==> src/rtl/alarm_sched_if.sv <==
`default_nettype none
// ============================================================================
//  Module   : alarm_sched_if
//  Brief    : Request/acknowledge inputs and LED/buzzer outputs of the alarm
//             scheduler. The board side drives requests through the master
//             modport, and the scheduler uses the slave modport.
//  Revision : 1.0  initial release
// ============================================================================
interface alarm_sched_if;
    logic       one_HZ;
    logic       alarm_req;
    logic       timer_req;
    logic       chime_req;
    logic [4:0] hour;
    logic       botton;
    logic       snooze;
    logic       led_alarm;
    logic       buzz_en;
    logic [1:0] active_src;
    logic [2:0] snooze_cnt;

    modport master (
        output one_HZ, alarm_req, timer_req, chime_req, hour, botton, snooze,
        input  led_alarm, buzz_en, active_src, snooze_cnt
    );

    modport slave (
        input  one_HZ, alarm_req, timer_req, chime_req, hour, botton, snooze,
        output led_alarm, buzz_en, active_src, snooze_cnt
    );
endinterface
`default_nettype wire

==> src/rtl/alarm_sched.sv <==
`default_nettype none
// ============================================================================
//  Module   : alarm_sched
//  Brief    : Arbitrates alarm / timer / hourly-chime alerts onto one blinking
//             LED and a buzzer enable. Sequences ring timeout, snooze and the
//             chime blink count from the 1 Hz tick.
//  Options  : ALARM_SNOOZE_EN - when defined, the SNOOZE state and snooze_cnt
//             are implemented; otherwise snooze is ignored and snooze_cnt = 0.
//  Revision : 1.0  initial release
// ============================================================================
module alarm_sched #(
    parameter int unsigned RING_SEC   = 60,
    parameter int unsigned SNOOZE_SEC = 120,
    parameter int unsigned SNOOZE_MAX = 3
) (
    input  wire logic    clk,
    input  wire logic    CLR_n,
    alarm_sched_if.slave bus
);

    localparam logic [1:0] c_S_IDLE   = 2'd0;
    localparam logic [1:0] c_S_RING   = 2'd1;
    localparam logic [1:0] c_S_SNOOZE = 2'd2;
    localparam logic [1:0] c_S_CHIME  = 2'd3;

    localparam logic [7:0] c_RING_SEC   = 8'(RING_SEC);
    localparam logic [7:0] c_SNOOZE_SEC = 8'(SNOOZE_SEC);

    logic [1:0] r_state;
    logic [1:0] w_state_nxt;
    logic       r_pend_alarm;
    logic       r_pend_timer;
    logic       r_pend_chime;
    logic [3:0] r_chime_n;
    logic [7:0] r_sec_cnt;
    logic [4:0] r_half_cnt;
    logic       r_led;
    logic       r_src_timer;
    logic [2:0] w_snooze_cnt;

    logic       w_clr_alarm;
    logic       w_clr_timer;
    logic       w_clr_chime;
    logic [7:0] w_sec_inc;
    logic       w_ring_done;
    logic       w_snz_done;
    logic       w_snooze_ok;
    logic       w_serv_alarm;
    logic       w_serv_timer;
    logic       w_serv_chime;
    logic [3:0] w_hour_n;

    // Seconds counter saturates rather than wrapping.
    assign w_sec_inc    = (r_sec_cnt == 8'hFF) ? 8'hFF : r_sec_cnt + 8'd1;
    assign w_ring_done  = (w_sec_inc >= c_RING_SEC);
    assign w_snz_done   = (w_sec_inc >= c_SNOOZE_SEC);

    // A new request for the source already being serviced is dropped.
    assign w_serv_alarm = ((r_state == c_S_RING) || (r_state == c_S_SNOOZE)) && !r_src_timer;
    assign w_serv_timer = (r_state == c_S_RING) && r_src_timer;
    assign w_serv_chime = (r_state == c_S_CHIME);

`ifdef ALARM_SNOOZE_EN
    localparam logic [2:0] c_SNOOZE_MAX = 3'(SNOOZE_MAX);
    logic [2:0] r_snooze_cnt;

    assign w_snooze_ok  = bus.snooze && !r_src_timer && (r_snooze_cnt < c_SNOOZE_MAX);
    assign w_snooze_cnt = r_snooze_cnt;

    // Snooze count: cleared whenever the alarm event ends, bumped on each re-ring.
    always_ff @(posedge clk) begin
        if (CLR_n) begin
            r_snooze_cnt <= 3'd0;
        end else if ((w_state_nxt == c_S_IDLE) && (r_state != c_S_IDLE)) begin
            r_snooze_cnt <= 3'd0;
        end else if ((r_state == c_S_SNOOZE) && (w_state_nxt == c_S_RING)) begin
            r_snooze_cnt <= r_snooze_cnt + 3'd1;
        end
    end
`else
    logic w_unused_snooze;

    assign w_snooze_ok     = 1'b0;
    assign w_snooze_cnt    = 3'd0;
    assign w_unused_snooze = ^{bus.snooze, SNOOZE_MAX[2:0]};
`endif

    // Chime count is the 12-hour dial value: hour mod 12 with 0 shown as 12.
    always_comb begin
        if (bus.hour >= 5'd24) begin
            w_hour_n = 4'(bus.hour - 5'd24);
        end else if (bus.hour >= 5'd12) begin
            w_hour_n = 4'(bus.hour - 5'd12);
        end else begin
            w_hour_n = bus.hour[3:0];
        end
        if (w_hour_n == 4'd0) begin
            w_hour_n = 4'd12;
        end
    end

    // State register.
    always_ff @(posedge clk) begin
        if (CLR_n) begin
            r_state <= c_S_IDLE;
        end else begin
            r_state <= w_state_nxt;
        end
    end

    // Next state and grant decisions; botton always wins over snooze and tick.
    always_comb begin
        w_state_nxt = r_state;
        w_clr_alarm = 1'b0;
        w_clr_timer = 1'b0;
        w_clr_chime = 1'b0;
        case (r_state)
            c_S_IDLE: begin
                if (r_pend_alarm) begin
                    w_state_nxt = c_S_RING;
                    w_clr_alarm = 1'b1;
                end else if (r_pend_timer) begin
                    w_state_nxt = c_S_RING;
                    w_clr_timer = 1'b1;
                end else if (r_pend_chime) begin
                    w_state_nxt = c_S_CHIME;
                    w_clr_chime = 1'b1;
                end
            end
            c_S_RING: begin
                if (bus.botton) begin
                    w_state_nxt = c_S_IDLE;
                end else if (w_snooze_ok) begin
                    w_state_nxt = c_S_SNOOZE;
                end else if (bus.one_HZ && w_ring_done) begin
                    w_state_nxt = c_S_IDLE;
                end
            end
            c_S_SNOOZE: begin
                if (bus.botton) begin
                    w_state_nxt = c_S_IDLE;
                end else if (bus.one_HZ && w_snz_done) begin
                    w_state_nxt = c_S_RING;
                end
            end
            default: begin
                // CHIME: an alarm aborts the chime outright; it is not resumed.
                if (bus.botton) begin
                    w_state_nxt = c_S_IDLE;
                end else if (r_pend_alarm) begin
                    w_state_nxt = c_S_RING;
                    w_clr_alarm = 1'b1;
                end else if (bus.one_HZ && (r_half_cnt <= 5'd1)) begin
                    w_state_nxt = c_S_IDLE;
                end
            end
        endcase
    end

    // Pending bits, counters, LED phase and ring source.
    always_ff @(posedge clk) begin
        if (CLR_n) begin
            r_pend_alarm <= 1'b0;
            r_pend_timer <= 1'b0;
            r_pend_chime <= 1'b0;
            r_chime_n    <= 4'd0;
            r_sec_cnt    <= 8'd0;
            r_half_cnt   <= 5'd0;
            r_led        <= 1'b0;
            r_src_timer  <= 1'b0;
        end else begin
            // A request landing on its own grant cycle stays latched.
            r_pend_alarm <= (r_pend_alarm & ~w_clr_alarm) | (bus.alarm_req & ~w_serv_alarm);
            r_pend_timer <= (r_pend_timer & ~w_clr_timer) | (bus.timer_req & ~w_serv_timer);
            r_pend_chime <= (r_pend_chime & ~w_clr_chime) | (bus.chime_req & ~w_serv_chime);
            if (bus.chime_req && !w_serv_chime) begin
                r_chime_n <= w_hour_n;
            end
            if (w_state_nxt != r_state) begin
                r_sec_cnt <= 8'd0;
                r_led     <= (w_state_nxt == c_S_RING) || (w_state_nxt == c_S_CHIME);
                if (w_state_nxt == c_S_CHIME) begin
                    r_half_cnt <= {r_chime_n, 1'b0};
                end
                if (w_clr_alarm) begin
                    r_src_timer <= 1'b0;
                end else if (w_clr_timer) begin
                    r_src_timer <= 1'b1;
                end
            end else if (bus.one_HZ) begin
                if ((r_state == c_S_RING) || (r_state == c_S_SNOOZE)) begin
                    r_sec_cnt <= w_sec_inc;
                end
                if ((r_state == c_S_RING) || (r_state == c_S_CHIME)) begin
                    r_led <= ~r_led;
                end
                if ((r_state == c_S_CHIME) && (r_half_cnt != 5'd0)) begin
                    r_half_cnt <= r_half_cnt - 5'd1;
                end
            end
        end
    end

    // Outputs decoded from the registered state.
    always_comb begin
        bus.led_alarm  = r_led;
        bus.buzz_en    = (r_state == c_S_RING);
        bus.snooze_cnt = w_snooze_cnt;
        case (r_state)
            c_S_IDLE:   bus.active_src = 2'b00;
            c_S_CHIME:  bus.active_src = 2'b11;
            default:    bus.active_src = r_src_timer ? 2'b10 : 2'b01;
        endcase
    end

endmodule
`default_nettype wire
==> src/flat_wrapper.sv <==
// flat-port wrapper written by rule: the top's interface ports become plain ports
module alarm_sched_flat 
#(
    parameter int unsigned RING_SEC   = 60,
    parameter int unsigned SNOOZE_SEC = 120,
    parameter int unsigned SNOOZE_MAX = 3
)
  (clk, CLR_n, bus_one_HZ, bus_alarm_req, bus_timer_req, bus_chime_req, bus_hour, bus_botton, bus_snooze, bus_led_alarm, bus_buzz_en, bus_active_src, bus_snooze_cnt);
  alarm_sched_if bus_i ();
  input  wire logic clk;
  input  wire logic CLR_n;
  input wire logic [$bits(bus_i.one_HZ)-1:0] bus_one_HZ;
  input wire logic [$bits(bus_i.alarm_req)-1:0] bus_alarm_req;
  input wire logic [$bits(bus_i.timer_req)-1:0] bus_timer_req;
  input wire logic [$bits(bus_i.chime_req)-1:0] bus_chime_req;
  input wire logic [$bits(bus_i.hour)-1:0] bus_hour;
  input wire logic [$bits(bus_i.botton)-1:0] bus_botton;
  input wire logic [$bits(bus_i.snooze)-1:0] bus_snooze;
  output wire logic [$bits(bus_i.led_alarm)-1:0] bus_led_alarm;
  output wire logic [$bits(bus_i.buzz_en)-1:0] bus_buzz_en;
  output wire logic [$bits(bus_i.active_src)-1:0] bus_active_src;
  output wire logic [$bits(bus_i.snooze_cnt)-1:0] bus_snooze_cnt;
  assign bus_i.one_HZ = bus_one_HZ;
  assign bus_i.alarm_req = bus_alarm_req;
  assign bus_i.timer_req = bus_timer_req;
  assign bus_i.chime_req = bus_chime_req;
  assign bus_i.hour = bus_hour;
  assign bus_i.botton = bus_botton;
  assign bus_i.snooze = bus_snooze;
  assign bus_led_alarm = bus_i.led_alarm;
  assign bus_buzz_en = bus_i.buzz_en;
  assign bus_active_src = bus_i.active_src;
  assign bus_snooze_cnt = bus_i.snooze_cnt;
  alarm_sched #(.RING_SEC(RING_SEC), .SNOOZE_SEC(SNOOZE_SEC), .SNOOZE_MAX(SNOOZE_MAX)) u_core (.clk(clk), .CLR_n(CLR_n), .bus(bus_i));
endmodule
==> config.mk <==
export PLATFORM = sky130hd
export DESIGN_NAME = alarm_sched_flat
export DESIGN_NICKNAME = d
export VERILOG_FILES = /design/src/rtl/alarm_sched_if.sv /design/src/rtl/alarm_sched.sv /design/src/flat_wrapper.sv
export SDC_FILE = /design/constraint.sdc
export NUM_CORES = 1
export LEC_CHECK = 0
export ABC_AREA = 1
export CAP_MARGIN = 30
export CORE_UTILIZATION = 50
export CTS_CLUSTER_SIZE = 24
export DETAILED_ROUTE_END_ITERATION = 7
export MAX_ROUTING_LAYER = met4
export PLACE_DENSITY = 0.75
export SKIP_LAST_GASP = 1
export SLEW_MARGIN = 20
export SYNTH_ARGS = -nofsm -noshare
export SYNTH_HDL_FRONTEND = slang
export SYNTH_SLANG_ARGS = --single-unit
==> constraint.sdc <==
create_clock -name clk -period 2.2 [get_ports clk]
set_input_delay 0.33 -clock clk [delete_from_list [all_inputs] [get_ports clk]]
set_output_delay 0.33 -clock clk [all_outputs]
set_load 0.02 [all_outputs]
Yosys cells after proc, flatten, opt, wreduce, memory -nomap -nowiden
Index checks and enable logic that the tools add are counted.
- bits in registers: 24
- add/subtract/negate cells: 4
- equal/unequal tests: 8
- multiplexer cells: 36
- reduce and logical (&&, ||, !) cells: 25
- $lt $le $gt $ge: 5
- bitwise gates (word level): 16
- operators by type and width (cell ; number):
    2-bit 2-to-1 mux ; 11
    5-bit 2-to-1 mux ; 4
    1-bit 2-to-1 mux ; 14
    4-bit 2-to-1 mux ; 3
    8-bit by 1-bit adder with 8-bit output (second input constant) ; 1
    8-bit == test (second input constant) ; 1
    8-bit by 6-bit greater-or-equal comparator with 1-bit output (second input constant) ; 1
    8-bit by 7-bit greater-or-equal comparator with 1-bit output (second input constant) ; 1
    8-bit 2-to-1 mux ; 1
    2-bit nonzero test ; 4
    4-bit subtractor (second input constant) ; 2
    1-bit logical AND ; 7
    1-bit NOT ; 7
    1-bit AND ; 6
    2-bit == test (second input constant) ; 3
    2-bit one-hot mux with 3 select lines ; 1
    2-bit AND reduction ; 3
    5-bit by 4-bit greater-or-equal comparator with 1-bit output (second input constant) ; 1
    5-bit greater-or-equal comparator (second input constant) ; 1
    5-bit by 1-bit <= comparator with 1-bit output (second input constant) ; 1
    5-bit nonzero test ; 1
    5-bit by 1-bit subtractor with 5-bit output (second input constant) ; 1
    2-bit by 1-bit == test with 1-bit output (second input constant) ; 2
    4-bit logical NOT ; 1
    10 further kinds ; 16

Logic depth before layout (Yosys ltp)
Gate-level depths: netlist of the first run.
- depth in word-level cells: 10
- gate-level depth with buffers: 21
- depth with buffers taken out: 21

Least setup slack after synthesis of the first run
No wires, ideal clock.
- path kind: register to register
- start: register u_core.r_sec_cnt[0]
- end: register u_core.r_half_cnt[1]
- period minus slack after synthesis: 2094 ps
- stages on the path, launching flop included: 21
- arrival: 1982 ps
- slack: 106 ps
- required time: 2088 ps
- cells stage by stage: dfxtp_1 > ha_1 > nand2_2 > nor2_4 > nand2_4 > nand2_2 > nand2_2 > o21bai_4 > nand2_1 > nand2_1 > nand2_1 > nand2_1 > nand2_2 > nand2_2 > nand2_2 > nand2_4 > nand3_4 > nand2_4 > inv_2 > nor2_1 > nor2_1
- cells in the longest elaborated chain, start to end: 10
- elaborated cells between the ends (all ways): 19
- classes of those cells: 1 x add/sub; 2 x order compare; 4 x eq/ne; 7 x mux; 5 x reduce/logical
- RTL lines (what ; RTL line ; text):
    from (decl) ; alarm_sched.sv:35 ; logic [7:0] r_sec_cnt;
    from (signal assigned) ; alarm_sched.sv:192 ; r_sec_cnt <= w_sec_inc;
    8-bit by 1-bit adder with 8-bit output / 8-bit == test (equally long branches) ; alarm_sched.sv:54 ; assign w_sec_inc = (r_sec_cnt == 8'hFF) ? 8'hFF : r_sec_cnt + 8'd1;
    8-bit 2-to-1 mux * ; alarm_sched.sv:54 ;
    8-bit by 7-bit greater-or-equal comparator with 1-bit output / 8-bit by 6-bit greater-or-equal comparator with 1-bit output (equally long branches) ; alarm_sched.sv:56, alarm_sched.sv:55 ;
    1-bit logical AND, on equally long branches ; alarm_sched.sv:142, alarm_sched.sv:135 ;
    2-bit 2-to-1 mux, on equally long branches ; alarm_sched.sv:142, alarm_sched.sv:135 ;
    2-bit 2-to-1 mux, on equally long branches ; alarm_sched.sv:140, alarm_sched.sv:131 ;
    2-bit one-hot mux with 3 select lines * ; alarm_sched.sv:117 ; case (r_state)
    2-bit == test / 2-bit inequality test (equally long branches) ; alarm_sched.sv:182, alarm_sched.sv:179 ;
    2-bit inequality test (no source line) / 2-bit nonzero test (equally long branches) ; n/a ;
    3-bit AND reduction (no source line) ; n/a ;
    to (signal assigned) ; alarm_sched.sv:183 ; r_half_cnt <= {r_chime_n, 1'b0};
    to (signal assigned) ; alarm_sched.sv:198 ; r_half_cnt <= r_half_cnt - 5'd1;
    to (decl) ; alarm_sched.sv:36 ; logic [4:0] r_half_cnt;
Mark *: on every way between the ends. The rest lies on a longest branch, timed or not.
A chain may end at the register's enable or synchronous reset.

Final worst setup path of the first run
- start: register u_core.r_sec_cnt[1]
- end: register u_core.r_src_timer
- cells in the longest elaborated chain, start to end: 9
- elaborated cells between the ends (all ways): 14
- classes of those cells: 1 x add/sub; 2 x order compare; 2 x eq/ne; 6 x mux; 3 x reduce/logical
- RTL lines (what ; RTL line ; text):
    8-bit by 1-bit adder with 8-bit output / 8-bit == test (equally long branches) ; alarm_sched.sv:54 ;
    8-bit 2-to-1 mux * ; alarm_sched.sv:54 ;
    8-bit by 7-bit greater-or-equal comparator with 1-bit output / 8-bit by 6-bit greater-or-equal comparator with 1-bit output (equally long branches) ; alarm_sched.sv:56, alarm_sched.sv:55 ;
    1-bit logical AND, on equally long branches ; alarm_sched.sv:142, alarm_sched.sv:135 ;
    2-bit 2-to-1 mux, on equally long branches ; alarm_sched.sv:142, alarm_sched.sv:135 ;
    2-bit 2-to-1 mux, on equally long branches ; alarm_sched.sv:140, alarm_sched.sv:131 ;
    2-bit one-hot mux with 3 select lines * ; alarm_sched.sv:117 ;
    2-bit inequality test * ; alarm_sched.sv:179 ; if (w_state_nxt != r_state) begin
    2-bit AND reduction (no source line) * ; n/a ;
    to (signal assigned) ; alarm_sched.sv:170 ; r_src_timer <= 1'b0;
    to (signal assigned) ; alarm_sched.sv:186 ; r_src_timer <= 1'b0;
    to (signal assigned) ; alarm_sched.sv:188 ; r_src_timer <= 1'b1;
    to (decl) ; alarm_sched.sv:38 ; logic r_src_timer;
Marked as above.

==> out/metrics.csv, run 1 <==
metric,value,unit
outcome,"finished, violations left",
failing checks,setup timing,
gr ovfl total,0,
First DRT Iteration DRCs,64,
Async SR Flop Fraction,0,%
clock sink total,24,
layout cells sized above 1,25.9,%
WHS,503,ps
number of global-route vias before repair,1456,
Reg area,489,um^2
multi-input logic area,1220,um^2
final setup vio count,5,
Power Density,833,nW/um^2
most used flip-flop cell after synthesis,dfxtp_1,
synthesis-to-layout area growth,32.7,%
Startpoint Class,register,
die span in y,60.4,um
mapped cell area,1710,um^2
fmax,445,MHz
Die W,60.4,um
fin nets,320,
CP Capture Type,register,
port bufs,15,
Routed WL,3790,um
largest net degree at the start of global routing,15,
final hold vios,0,
leak pwr,1.03,nW
origin of the critical flop-to-flop path,u_core.r_sec_cnt[1],
crit path max fanout,7,
via count,1704,
Final Skew,4.60,ps
FILL cells,291,
Synth Instances,259,
RSZ-0062 raised after global routing,true,
Remaining DRCs,0,
post-synthesis sequential area ratio,28.1,%
wire per inst,11.1,um
Inserted Clock Buffers,3,
Final Cycle Share,102,%
core area,3150,um^2
antenna violations before repair,0,
GRT Overall Usage,22.5,%
number of synthesized register bits,24,
post-synthesis cell type count,34,
"non-filler cells, final",341,
hold buffer count at CTS,0,
GP Congestion,0.876,
via density per instance,5.00,
post-layout util,71.9,%
crit path DAT,2490,ps
number of I/O pins,20,
total iterations of the first detailed-routing run,4,
CTS H-Tree Depth,1,
"Clk Latency, worst-skew pair",330,ps
average cell area after synthesis,6.59,um^2
Routed Antenna Nets,0,
maximum vdd drop,532,uV
first element of the critical path,u_core.r_sec_cnt[1],
number of synthesized flops with an enable pin,0,
Clock Pin Slew Worst Setup and Hold Paths,140,ps
max-slew violation count,0,
dpl cells,329,
Initial Util,54.2,%
Die Area,3650,um^2
critical path class,register to register,
clock buffer depth,2,
Hold Crit Class,register to register,
Worst Hold Launch,u_core.r_chime_n[1],
CTS tree,yes,
ant diodes,0,
Worst EP required,2450,ps
clock period minus final worst setup slack,2250,ps
first-pass GRT wire length,6060,um
worst setup margin,-45.4,ps
max cap viols,0,
Synth Warn #,0,
detailed placement HPWL,2680,um
FP Rows,20,
CTS Root Cell,clkbuf_4,
-- sequential cells by signal, indices dropped and copies added, names as in the netlist --
| register | count |
|---|---|
| u_core.r_half_cnt | 5 |
| u_core.r_pend_timer | 1 |
| u_core.r_chime_n | 4 |
| u_core.r_sec_cnt | 8 |
| u_core.r_pend_chime | 1 |
| u_core.r_pend_alarm | 1 |
| u_core.r_src_timer | 1 |
| u_core.bus.led_alarm | 1 |
| u_core.r_state | 2 |
-- cells by family (layout without fill, tap and decap cells) --
| logic type | Yosys count | in the layout | synth area share [%] |
|---|---|---|---|
| AND/OR/NAND/NOR | 138 | 138 | 37.9 |
| AO/OA/AOI/OAI | 44 | 44 | 15.6 |
| buffers and inverters | 38 | 74 | 9.01 |
| flip-flops | 24 | 24 | 28.1 |
| adder cells (fa/ha/maj) | 9 | 9 | 6.59 |
| XOR/XNOR | 5 | 5 | 2.56 |
| other | 1 | 3 | 0.220 |
-- cell type report --
type	instances	share of cell area, %
clock inverters	1	1.32
well taps	44	2.43
clock buffers	3	0.993
multi-input cells	199	53.8
inverters	34	5.85
flip-flops and latches	24	21.6
repair buffers	36	14.1
-- cells in the mapped netlist, drive strengths merged, types with 3 or more instances --
cell type  number  area share (%)
clkinv          3            0.66
nand3          24             8.9
buf             3             1.3
nor2           35             8.3
inv            31             6.8
xnor2           3             1.5
ha              9             6.6
dfxtp          24              28
o21ai          14             4.1
nand2          75              19
a31oi           3             1.1
a21oi          19             5.8
-- critical path, cell delays in order, from the launching register on --
cell and delay (ps):
dfxtp_2 380, ha_4 160, nand2_4 70, nor2_4 120
nand2_4 120, nand3_4 130, nand2_4 60, o21bai_4 110
nand2_1 60, nand2_1 50, nand2_1 60, nand2_1 70
nand2_2 80, nand2_2 80, nand2_2 60, nand2_4 130
nand2_8 90, buf_12 130, nand4_1 60, nand2_1 50
nand2_1 60, inv_1 40
-- routing by layer --
layer	track usage [%]	share of wire (%)	up-vias
met4	5.84	1.4	0
met2	39.1	51	26
met5	-	0	-
met3	2.56	2.1	7
li1	-	-	910
met1	27.5	45	761
-- placed cells by master (no fill, tap or decap), types with 2 or more instances in the layout --
cell,Yosys,final
o22ai_1,2,2
nor2_1,33,29
nand3_4,1,4
clkbuf_4,0,3
nor2_2,1,3
nand4_1,2,2
nand2_4,4,6
a21oi_1,18,17
a21oi_2,1,2
nand2_2,7,11
dfxtp_2,0,7
conb_1,1,3
nand3_1,19,16
nor2_4,1,3
o21ai_0,10,9
nand3_2,4,4
inv_1,29,29
clkdlybuf4s50_1,0,13
dfxtp_1,24,17
xnor2_1,3,3
inv_4,0,2
o21ai_2,0,3
buf_4,3,19
a31oi_1,3,3
o21ai_1,4,2
ha_1,9,8
xor2_1,2,2
nand2_1,64,57
clkinv_1,3,2
-- through the flow --
| stage | power (W) | setup TNS [ps] | worst slack (ps) | instance area [um^2] |
|---|---|---|---|---|
| 2_1_floorplan | 0.00110 | 0 | 106 | 1720 |
| 3_3_place_gp | 0.00133 | -51.2 | -23.3 | 1990 |
| 3_5_place_dp | 0.00134 | -113 | -46.6 | 1990 |
| 4_1_cts | 0.00172 | -46.1 | -46.1 | 2130 |
| 5_1_grt | 0.00202 | -1600 | -190 | 2270 |
| 6_report | 0.00189 | -158 | -45.4 | 2270 |
-- path summary, 6_finish.rpt --
| check | endpoint | slack, ps | depth (start not counted) |
|---|---|---|---|
| worst max-delay path | u_core.r_src_timer | -50 | 21 |
| worst min-delay path | u_core.r_chime_n[1] | 500 | 2 |
| worst max register to register | u_core.r_src_timer | -50 | 21 |
| worst min register to register | u_core.r_chime_n[1] | 500 | 2 |
-- where the power goes --
group	switching [W]	internal (W)
clock	0.000146	0.000184
sequential	0.0000418	0.000493
combinational	0.000576	0.000446
-- timing repair --
action                                  in CTS  in global routing
endpoints found under the setup margin       7                 17
gates resized for setup                     15                 33
buffers inserted                             4                  4
pin swaps                                    6                 16
No activity file was read; power rests on OpenSTA's default activity.
==> inputs of run 2 (changes only) <==
Settings changed: SETUP_SLACK_MARGIN from default to 0.1.
==> run 2 against run 1 <==
Effect of this change: the flow still finishes with violations (setup timing); cell count is 1.5% higher; combinational power about the same; total power rose by 2.1%; non-clock buffer count increased by 4; sequential power is 1% higher; global-route usage rose by 1.6 points; wire length grew 6.8%; worst hold slack is essentially flat; sequential share of layout area up 0.077 points; critical path depth fell by 1.
==> out/metrics.csv, run 2 (same netlist as run 1, synthesis figures left out) <==
metric,value,unit,change
leak pwr,1.03,nW,about the same
Remaining DRCs,0,,unchanged
fmax,447,MHz,was 445 MHz
max cap viols,0,,unchanged
die span in y,60.4,um,unchanged
FP Rows,20,,unchanged
ant diodes,0,,unchanged
design area,2280,um^2,was 2270 um^2
Placed Area,1990,um^2,unchanged
Startpoint Class,register,,unchanged
synthesis-to-layout area growth,33.6,%,was 32.7%
Final TNS setup,-116,ps,was -158 ps
gr ovfl total,0,,unchanged
GP Congestion,0.876,,unchanged
CTS tree,yes,,unchanged
clock sink total,24,,unchanged
Die Area,3650,um^2,unchanged
worst setup margin,-36.0,ps,was -45.4 ps
port bufs,15,,unchanged
maximum vdd drop,551,uV,was 532 uV
Final Cycle Share,102,%,about the same
failing checks,setup timing,,unchanged
clock buffer depth,2,,unchanged
CP max stage delay,380,ps,about the same
Routed WL,4050,um,was 3790 um
antenna violations before repair,0,,unchanged
outcome,"finished, violations left",,unchanged
post-layout util,72.4,%,was 71.9%
CP Capture Type,register,,unchanged
Clock Pin Slew Worst Setup and Hold Paths,150,ps,was 140 ps
Biggest register,u_core.r_sec_cnt,,unchanged
CTS Root Cell,clkbuf_4,,unchanged
total iterations of the first detailed-routing run,4,,unchanged
first-pass GRT wire length,6450,um,was 6060 um
"Clk Latency, worst-skew pair",330,ps,about the same
most frequent cells in the layout,"58 x nand2_1, 29 x nor2_1, 28 x inv_1",,"was 57 x nand2_1, 29 x inv_1, 29 x nor2_1"
Die W,60.4,um,unchanged
layout cells sized above 1,26.5,%,was 25.9%
dpl cells,329,,unchanged
via count,1753,,was 1704
crit path DAT,2480,ps,was 2490 ps
via density per instance,5.07,,was 5.00
wire per inst,11.7,um,was 11.1 um
Critical-path top delay cell,dfxtp_2,,unchanged
CP most frequent cell,nand2_2,,was nand2_1
core area,3150,um^2,unchanged
Initial Util,54.2,%,unchanged
number of global-route vias before repair,1537,,was 1456
First DRT Iteration DRCs,38,,was 64
Largest register FFs,8,,unchanged
clock period minus final worst setup slack,2240,ps,was 2250 ps
"leading cell type in the layout, fill and taps excluded",nand2_1,,unchanged
Hold Crit Class,register to register,,unchanged
crit path max fanout,7,,unchanged
registers with the most flip-flops,"u_core.r_sec_cnt x8, u_core.r_half_cnt x5, u_core.r_chime_n x4",,unchanged
fin nets,325,,was 320
critical path class,register to register,,unchanged
number of I/O pins,20,,unchanged
GRT Overall Usage,24.0,%,was 22.5%
Worst EP required,2450,ps,about the same
Pwr Total,0.00193,W,was 0.00189 W
cells along the critical path,"ha_4, nand2_4, nor2_4, nand2_4, nand3_4, nand2_2, o21bai_4, nand2_1, nand2_1, nand2_1, nand2_1, nand2_2, nand2_2, nand2_2, nand2_4, nand2_4, buf_6, buf_4, nand2_2, o21ai_1",,"was ha_4, nand2_4, nor2_4, nand2_4, nand3_4, nand2_4, o21bai_4, nand2_1, nand2_1, nand2_1, nand2_1, nand2_2, nand2_2, nand2_2, nand2_4, nand2_8, buf_12, nand4_1, nand2_1, nand2_1, inv_1"
final setup vio count,4,,was 5
detailed placement HPWL,2680,um,unchanged
RSZ-0062 raised after global routing,true,,unchanged
max-slew violation count,0,,unchanged
Inserted Clock Buffers,3,,unchanged
CTS H-Tree Depth,1,,unchanged
Power Density,845,nW/um^2,was 833 nW/um^2
Final Skew,9.46,ps,was 4.60 ps
largest net degree at the start of global routing,15,,unchanged
"non-filler cells, final",346,,was 341
final hold vios,0,,unchanged
Routed Antenna Nets,0,,unchanged
-- run 2: per-layer routing --
metal  track usage, %  wire length [um]  vias to the layer above
met3             3.41                85                        7
met5                -                 0                        -
met2             41.9              2110                       24
met1             28.3              1800                      799
li1                 -                 -                      923
met4             7.79                54                        0
-- run 2: worst max-delay path: cells and delay by family, from the launching register on --
kind,cells,cell delay (ps)
AOI/OAI and AO/OA,2,160
adders and majority gates,1,160
buffers and inverters,2,260
DFF,1,380
and+or+nand+nor,15,1180
-- run 2: worst paths after layout --
check | start | to | slack [ps] | cells past startpoint
min reg2reg | u_core.r_sec_cnt[6] | u_core.r_sec_cnt[6] | 500 | 2
max reg2reg | u_core.r_sec_cnt[1] | u_core.bus.led_alarm | -40 | 20
max | u_core.r_sec_cnt[1] | u_core.bus.led_alarm | -40 | 20
min | u_core.r_sec_cnt[6] | u_core.r_sec_cnt[6] | 500 | 2
-- run 2: final cells by class --
class	count	area, um^2
inverter	34	131
tap	44	55.1
sequential	24	494
multi-input combinational	200	1210
fill	285	871
timing repair buffer	40	335
clock inverter	1	30.0
clock buffer	3	22.5
-- run 2: what timing repair did --
action,in CTS,in global routing
hold buffers,0,0
pin swaps,7,11
buffers inserted,7,5
resized for setup,26,21
gates cloned,1,0
setup endpoints to repair,18,17
hold endpoints to repair,0,0
-- run 2: per-stage QoR --
stage / hold WS (ps) / setup slack, ps
3_3_place_gp: 466 / -23.3
5_1_grt: 524 / -188
6_report: 503 / -36.0
2_1_floorplan: 450 / 106
3_5_place_dp: 470 / -46.6
4_1_cts: 500 / 30.9
-- run 2: power by group --
part	switching [W]	internal, W	leakage [nW]
clock network	0.000150	0.000184	0.0279
logic	0.000588	0.000465	0.797
registers	0.0000456	0.000495	0.200
total	0.000784	0.00114	1.03
==> inputs of run 3 (changes only) <==
Settings changed: CAP_MARGIN 30 to 20, SLEW_MARGIN 20 to 5.
==> results of run 3 <==
Final layout, timing and power as in run 2 (identical DEF).
